## src/rtl/bounce_generator.sv

```systemverilog
// -----------------------------------------------------------------------------
// bounce_generator
//
// Emulates a bouncing mechanical contact. A start request makes bouncy_out
// chatter for a number of toggles with gaps between them, then hold the
// requested level for a settle period before a one-cycle done pulse.
// Bounce counts and gaps come from a 16-bit Galois LFSR (RANDOM=1) or are
// fixed at their maxima (RANDOM=0).
//
// Parameters
//   MAX_BOUNCES   upper bound on toggles per transition (1..255)
//   MAX_GAP_TICKS upper bound on cycles between toggles (1..255)
//   SETTLE_TICKS  cycles the target level is held before done
//   RANDOM        1: LFSR-derived bounce/gap values, 0: fixed maxima
//   SEED          LFSR reset value (0 is replaced by 16'h0001)
//
// Ports
//   clk           clock, rising edge
//   rst           asynchronous active-low reset
//   start         single-cycle transition request
//   target_level  level to settle to, sampled when start is accepted
//   bouncy_out    emulated contact output (registered)
//   busy          high from the cycle after acceptance until done
//   done          one-cycle pulse at the end of settle
//   bounce_count  toggles remaining in the current bounce phase
// -----------------------------------------------------------------------------
module bounce_generator #(
    parameter int          MAX_BOUNCES   = 16,
    parameter int          MAX_GAP_TICKS = 16,
    parameter int          SETTLE_TICKS  = 100,
    parameter int          RANDOM        = 1,
    parameter logic [15:0] SEED          = 16'hACE1
) (
    input  logic       clk,
    input  logic       rst,
    input  logic       start,
    input  logic       target_level,
    output logic       bouncy_out,
    output logic       busy,
    output logic       done,
    output logic [7:0] bounce_count
);

    // An all-zero Galois LFSR would lock up, so a zero seed is replaced.
    localparam logic [15:0] LFSR_INIT = (SEED == 16'h0000) ? 16'h0001 : SEED;
    localparam logic [15:0] LFSR_MASK = 16'hB400;

    localparam logic [7:0] MAX_B8  = 8'(MAX_BOUNCES);
    localparam logic [7:0] MAX_G8  = 8'(MAX_GAP_TICKS);
    // Settle counter is 8 bits; out-of-range settle lengths are clamped
    // rather than allowed to wrap.
    localparam logic [7:0] SETTLE8 = (SETTLE_TICKS > 255) ? 8'd255 :
                                     (SETTLE_TICKS < 1)   ? 8'd1   :
                                     8'(SETTLE_TICKS);

    typedef enum logic [1:0] {
        IDLE   = 2'd0,
        BOUNCE = 2'd1,
        SETTLE = 2'd2
    } state_t;

    state_t      state,       state_nx;
    logic [15:0] lfsr;
    logic        tgt,         tgt_nx;
    logic [7:0]  gap_cnt,     gap_nx;
    logic [7:0]  settle_cnt,  settle_nx;
    logic        bouncy_nx;
    logic        busy_nx;
    logic        done_nx;
    logic [7:0]  count_nx;

    function automatic logic [15:0] lfsr_step(input logic [15:0] v);
        return v[0] ? ((v >> 1) ^ LFSR_MASK) : (v >> 1);
    endfunction

    function automatic logic [7:0] pick_bounces(input logic [7:0] r);
        logic [7:0] n;
        if (RANDOM != 0) n = (r % MAX_B8) + 8'd1;
        else             n = MAX_B8;
        return n;
    endfunction

    function automatic logic [7:0] pick_gap(input logic [7:0] r);
        logic [7:0] g;
        if (RANDOM != 0) g = (r % MAX_G8) + 8'd1;
        else             g = MAX_G8;
        return g;
    endfunction

    // Next-state and next-output logic. Every output is a register, so this
    // block computes the values loaded on the next rising edge.
    always_comb begin
        state_nx  = state;
        tgt_nx    = tgt;
        gap_nx    = gap_cnt;
        settle_nx = settle_cnt;
        bouncy_nx = bouncy_out;
        busy_nx   = busy;
        done_nx   = 1'b0;
        count_nx  = bounce_count;

        case (state)
            IDLE: begin
                // While done is still high the request is ignored, so the
                // earliest new acceptance is the cycle after done.
                if (start && !done) begin
                    tgt_nx  = target_level;
                    busy_nx = 1'b1;
                    if (target_level == bouncy_out) begin
                        state_nx  = SETTLE;
                        settle_nx = SETTLE8;
                        count_nx  = 8'd0;
                    end else begin
                        state_nx = BOUNCE;
                        count_nx = pick_bounces(lfsr[7:0]);
                        gap_nx   = pick_gap(lfsr[15:8]);
                    end
                end
            end

            BOUNCE: begin
                if (gap_cnt > 8'd1) begin
                    gap_nx = gap_cnt - 8'd1;
                end else if (bounce_count <= 8'd1) begin
                    // Last toggle lands on the target regardless of parity.
                    bouncy_nx = tgt;
                    count_nx  = 8'd0;
                    state_nx  = SETTLE;
                    settle_nx = SETTLE8;
                end else begin
                    bouncy_nx = ~bouncy_out;
                    count_nx  = bounce_count - 8'd1;
                    gap_nx    = pick_gap(lfsr[15:8]);
                end
            end

            SETTLE: begin
                if (settle_cnt > 8'd1) begin
                    settle_nx = settle_cnt - 8'd1;
                end else begin
                    settle_nx = 8'd0;
                    state_nx  = IDLE;
                    busy_nx   = 1'b0;
                    done_nx   = 1'b1;
                end
            end

            default: begin
                state_nx = IDLE;
                busy_nx  = 1'b0;
            end
        endcase
    end

    always_ff @(posedge clk or negedge rst) begin
        if (!rst) begin
            state        <= IDLE;
            lfsr         <= LFSR_INIT;
            tgt          <= 1'b0;
            gap_cnt      <= 8'd0;
            settle_cnt   <= 8'd0;
            bouncy_out   <= 1'b0;
            busy         <= 1'b0;
            done         <= 1'b0;
            bounce_count <= 8'd0;
        end else begin
            state        <= state_nx;
            lfsr         <= lfsr_step(lfsr);
            tgt          <= tgt_nx;
            gap_cnt      <= gap_nx;
            settle_cnt   <= settle_nx;
            bouncy_out   <= bouncy_nx;
            busy         <= busy_nx;
            done         <= done_nx;
            bounce_count <= count_nx;
        end
    end

endmodule

```

## config.mk

```make
export PLATFORM = sky130hd
export DESIGN_NAME = bounce_generator
export DESIGN_NICKNAME = d
export VERILOG_FILES = /design/src/rtl/bounce_generator.sv
export SDC_FILE = /design/constraint.sdc
export NUM_CORES = 1
export LEC_CHECK = 0
export ABC_AREA = 1
export CAP_MARGIN = 20
export CORE_MARGIN = 3
export CORE_UTILIZATION = 50
export DETAILED_ROUTE_END_ITERATION = 6
export PLACE_DENSITY = 0.69
export SLEW_MARGIN = 10
export SYNTH_ARGS = -nofsm -noshare
export SYNTH_HDL_FRONTEND = slang
export SYNTH_SLANG_ARGS = --single-unit
```

## constraint.sdc

```tcl
create_clock -name clk -period 4.6 [get_ports clk]
set_clock_uncertainty 0.05 [all_clocks]
set_input_delay 0.92 -clock clk [delete_from_list [all_inputs] [get_ports clk]]
set_output_delay 0.92 -clock clk [all_outputs]
set_load 0.03 [all_outputs]
```

==> impl_metrics.csv, run 1 <==
group,metric,value,unit
clock_network,cts_inserted_buffers,5,
yosys,yosysWarningCount,0,
yosys,synth.net_count,337,
route,routedWlPerCell,11.6,um
critical_path,reg2reg_from,"gap_cnt[0]$_DFFE_PN0P_",
route,wl_met3,107,um
layout,finalNonFillerCells,411,
global_routing,grt_overflow,0,
sta,tns,0,ns
die,core,0.00482,mm2
sta,fmax,415,MHz
route,top_layer,"met4",
layout,finalInstanceArea,0.00284,mm2
critical_path,crit_chain,"clkdlybuf4s50_1",
layout,final_util,58.9,%
sta,finalHoldViolCount,0,
sta,setup_slack,2.19,ns
critical_path,cp-end-kind,"primary output",
yosys,synth_seq_cells,46,
global_routing,antenna_found_initial,0,
clock_network,cts_hold_buffers,0,
clock_network,cts_tree,"built",
global_routing,track_usage,17.2,%
critical_path,reg2regPathDepth,9,
layout,antenna_cells,0,
route,wl,4750,um
critical_path,path_class,"reg2out",
power,power_density,238,mW/mm2
clock_network,post-cts-setup-buffers,0,
yosys,synth_cell_type_count,28,
critical_path,crit_arrival,1.44,ns
layout,final_common_cell,"nand2_1",
layout,area_delta_synth_final,11.6,%
critical_path,crit_fanout,5,
route,vias,2022,
sta,worst_pin_slew,0.471,ns
sta,timing.hold.ws,0.312,ns
route,post-route-drc-count,0,
route,drt-pass1-iter-count,5,
clock_network,postCtsResizedCells,0,
placement,dpl_cell_area,0.00273,mm2
route,met1Wirelength,2460,um
global_routing,grt_pass1_wl,8300,um
die,die-height,77.3,um
clock_network,clk_pin_slew,0.09,ns
placement,place_ws,2.25,ns
clock_network,htree_levels,2,
die,die_w,77.3,um
die,ios,15,
critical_path,reg2reg_slack,2.61,ns
sta,post-route-period-util,52.3,%
status,status,"finished, final reports clean",
hold_path,worstHoldStart,"lfsr[7]$_DFF_PN1_",
yosys,syn_avg_cell_area,7.83,um2
power,peakVddDrop,0.000172,V
layout,seqCellArea,0.00116,mm2
yosys,synth_area,0.00254,mm2
power,p_total,0.676,mW
layout,drive_above_1_share,12.5,%
layout,fill_cells,471,
critical_path,startpoint_type,"flop",
global_routing,grt_pass1_vias,1864,
route,drtIter0Drc,122,
hold_path,hp-class,"reg2reg",
route,wl_met2,2160,um
route,ant_nets,0,
placement,numPlacedInstances,402,
die,rows,25,
clock_network,numClockSinks,46,
clock_network,cts_buffer_depth,2,
layout,multi_input_area,0.00121,mm2
power,p_leak,1.41,nW
critical_path,slowest_stage,"clkdlybuf4s50_1",
placement,place_congestion,0.825,
die,dieArea,0.00598,mm2
layout,final_cell_mix,"109 x nand2_1, 38 x dfrtp_1, 32 x inv_1",
critical_path,r2r_end,"bounce_count[5]$_DFFE_PN0P_",
critical_path,max_stage_delay,0.70,ns
route,vias_per_cell,4.92,
critical_path,crit_family,"buffers and inverters",
sta,setup_viol,0,
critical_path,crit_required,3.63,ns
sta,period_minus_slack,2.41,ns
global_routing,grt_max_degree,47,
sta,max_slew_margin,68.6,%
critical_path,critPathCapture,"bouncy_out",
critical_path,critPathBufInv,1,
placement,dp_hpwl,3410,um
placement,numPortBuffers,14,
die,initial_utilization,52.8,%
clock_network,worst_skew_pair.late_latency,0.30,ns
critical_path,setup.worst_path.start,"bouncy_out$_DFFE_PN0P_",
sta,rsz0062_at_grt,"false",
layout,fin_nets,355,
critical_path,path_depth,1,
sta,slew_violations,0,
run,cap_violations,0,
clock_network,ctsRootBufferMaster,"clkbuf_8",
yosys,syn_inst,325,
yosys,ys_seq_area_share,45.6,%
final cells by class:
class | instances | share of cell area, %
clock buffer | 5 | 2.42
clock inverter | 3 | 0.881
inverter | 36 | 4.76
multi-input combinational | 239 | 42.6
sequential | 46 | 40.9
tap | 67 | 2.95
timing repair buffer | 15 | 5.46
worst min path at each step:
stage	to	cells past startpoint
after CTS	lfsr[6]$_DFF_PN1_	0
after global routing	lfsr[5]$_DFF_PN1_	0
after detailed placement	lfsr[11]$_DFF_PN1_	0
final	lfsr[6]$_DFF_PN1_	0
after floorplan	lfsr[3]$_DFF_PN0_	0
after global placement	lfsr[3]$_DFF_PN0_	0
worst register-to-register path: cells and delay by family, from the launching register on:
family        cells  cell delay (ns)
fa+ha+maj         1             0.23
buf+inv           2             0.32
flops             1             0.43
simple gates      6             0.86
per-layer routing:
metal | track usage [%] | up-vias
li1 | - | 1068
met3 | 4.58 | 2
met2 | 26.9 | 24
met1 | 23.8 | 928
met5 | 0 | -
met4 | 4.45 | 0
synthesized netlist by cell type:
cell,n,area share [%]
nand2_4,2,0.89
nor2_2,3,0.74
a21oi_2,1,0.34
o21ai_0,12,2.4
inv_1,32,4.7
clkbuf_1,1,0.15
or2_0,1,0.25
nor4_1,1,0.25
ha_1,8,3.9
nor2_4,1,0.44
nand4_1,13,3.2
o21ai_2,5,1.7
mux2_2,1,0.44
nor3_1,2,0.39
nand2_1,109,16
xor2_1,6,2.1
or2_2,2,0.49
nand3_1,27,5.3
nand2_2,5,1.2
nand3_2,1,0.39
dfstp_2,8,8.3
buf_6,3,1.3
a21oi_1,3,0.59
inv_2,4,0.59
nor2_1,30,4.4
dfrtp_1,38,37
xnor2_1,5,1.7
o21bai_1,1,0.30
report_power, final:
group | switching [mW] | internal (mW) | leakage [nW]
logic | 0.0117 | 0.00558 | 0.839
clock network | 0.144 | 0.110 | 0.0447
registers | 0.000648 | 0.405 | 0.528
state kept, by name, summed over array words and instances, names as in the netlist:
register,cells
bounce_count,8
bouncy_out,1
busy,1
done,1
gap_cnt,8
lfsr,16
settle_cnt,8
state,2
tgt,1
kinds of logic after synthesis:
family | synth area share [%]
AO/OA/AOI/OAI | 5.31
XOR/XNOR | 3.79
adder cells (fa/ha/maj) | 3.94
buffers and inverters | 6.79
flip-flops | 45.6
multiplexers | 0.443
AND/OR/NAND/NOR | 34.1
No activity file was read; power rests on OpenSTA's default activity.
==> run 2, diff against run 1 <==
==> constraint.sdc (replaced) <==
create_clock -name clk -period 2.37 [get_ports clk]
set_clock_uncertainty 0.05 [all_clocks]
set_input_delay 0.474 -clock clk [delete_from_list [all_inputs] [get_ports clk]]
set_output_delay 0.474 -clock clk [all_outputs]
set_load 0.03 [all_outputs]
==> impl_metrics.csv, run 2 (same netlist as run 1, synthesis figures left out) <==
group,metric,value,unit
critical_path,cp-end-kind,"primary output",
clock_network,postCtsResizedCells,0,
die,ios,15,
global_routing,grt_pass1_wl,8910,um
die,initial_utilization,52.8,%
clock_network,worst_skew_pair.late_latency,0.30,ns
clock_network,numClockSinks,46,
clock_network,cts_tree,"built",
clock_network,htree_levels,2,
layout,fin_nets,356,
global_routing,antenna_found_initial,0,
layout,antenna_cells,0,
clock_network,cts_hold_buffers,0,
layout,largest_reg_flops,16,
die,rows,25,
sta,setup_viol,0,
route,drtIter0Drc,93,
critical_path,max_stage_delay,0.71,ns
status,status,"finished, final reports clean",
route,routedWlPerCell,11.9,um
critical_path,crit_fanout,5,
clock_network,clk_pin_slew,0.09,ns
critical_path,critPathBufInv,1,
clock_network,post-cts-setup-buffers,0,
clock_network,cts_inserted_buffers,5,
layout,fill_cells,452,
critical_path,crit_chain,"clkdlybuf4s50_1",
sta,fmax,498,MHz
sta,period_minus_slack,2.01,ns
sta,max_slew_margin,60.6,%
route,ant_nets,0,
critical_path,crit_arrival,1.49,ns
global_routing,grt_pass1_vias,1940,
layout,finalNonFillerCells,412,
global_routing,grt_max_degree,26,
die,core,0.00482,mm2
placement,place_congestion,0.892,
critical_path,crit_family,"buffers and inverters",
route,vias,2066,
sta,worst_pin_slew,0.591,ns
route,drt-pass1-iter-count,4,
sta,post-route-period-util,84.8,%
sta,finalHoldViolCount,0,
run,cap_violations,0,
route,wl,4920,um
die,die_w,77.3,um
placement,numPortBuffers,14,
clock_network,cts_buffer_depth,2,
global_routing,grt_overflow,0,
sta,rsz0062_at_grt,"false",
layout,largest-register,"lfsr",
route,vias_per_cell,5.01,
power,p_leak,1.42,nW
power,power_density,490,mW/mm2
critical_path,crit_required,1.85,ns
critical_path,path_class,"reg2out",
clock_network,ctsRootBufferMaster,"clkbuf_8",
layout,area_delta_synth_final,12.7,%
global_routing,track_usage,18.7,%
critical_path,slowest_stage,"clkdlybuf4s50_1",
die,die-height,77.3,um
power,peakVddDrop,0.000288,V
placement,numPlacedInstances,404,
hold_path,hp-class,"in2async",
route,post-route-drc-count,0,
layout,final_cell_mix,"109 x nand2_1, 38 x dfrtp_1, 32 x inv_1",
sta,tns,0,ns
critical_path,startpoint_type,"flop",
placement,dp_hpwl,3540,um
layout,drive_above_1_share,12.8,%
sta,slew_violations,0,
die,dieArea,0.00598,mm2
layout,final_common_cell,"nand2_1",
run 2: cell count changes in the layout (fill, tap and decap cells not counted):
cell	previous run	this run
clkinv_4	1	0
inv_6	1	0
bufinv_16	0	1
clkinvlp_4	1	2
buf_4	0	1
run 2: path summary, 6_finish.rpt:
check,slack (ns),end,startpoint,cells after the start
worst min register to register,0.31,lfsr[6]$_DFF_PN1_,lfsr[7]$_DFF_PN1_,0
worst max-delay path,0.36,bouncy_out,bouncy_out$_DFFE_PN0P_,1
min in group clk,0.31,lfsr[6]$_DFF_PN1_,lfsr[7]$_DFF_PN1_,0
worst max register to register,0.44,settle_cnt[3]$_DFFE_PN0P_,bounce_count[0]$_DFFE_PN0P_,9
worst min-delay path,0.12,lfsr[3]$_DFF_PN0_,rst,1
max in group asynchronous,1.63,settle_cnt[4]$_DFFE_PN0P_,rst,2
run 2: per-stage QoR:
step	setup WS [ns]	area, um2	util [%]	hold WS (ns)	power (mW)
detailed placement	0.434	2750	57.1	0.286	0.838
floorplan	0.624	2540	-	0.128	0.809
finish	0.360	2870	59.5	0.116	1.40
global placement	0.430	2750	57.1	0.287	0.838
CTS	0.342	2870	59.5	0.133	1.43
global route	0.216	2870	59.5	0.148	1.47
run 2: final cells by class:
type                            count  area, um2  area share [%]
Multi-Input combinational cell    239       1210            42.2
Clock inverter                      3       45.0            1.57
Inverter                           36        135            4.71
Sequential cell                    46       1160            40.5
Tap cell                           67       83.8            2.92
Timing Repair Buffer               16        163            5.67
Clock buffer                        5       68.8            2.40
run 2: report_power, final:
group          leakage, nW  switching, mW  internal (mW)  total, mW
Clock               0.0504          0.270          0.314      0.583
Sequential           0.528        0.00126          0.786      0.787
Combinational        0.843         0.0235         0.0107     0.0342
Total                 1.42          0.295           1.11       1.40
run 2: metal layers:
layer | GRT usage, % | wire length [um] | vias up
li1 | - | - | 1064
met1 | 26.6 | 2500 | 954
met2 | 27.5 | 2130 | 39
met3 | 4.11 | 200 | 9
met4 | 7.47 | 91 | 0
met5 | 0 | 0 | -
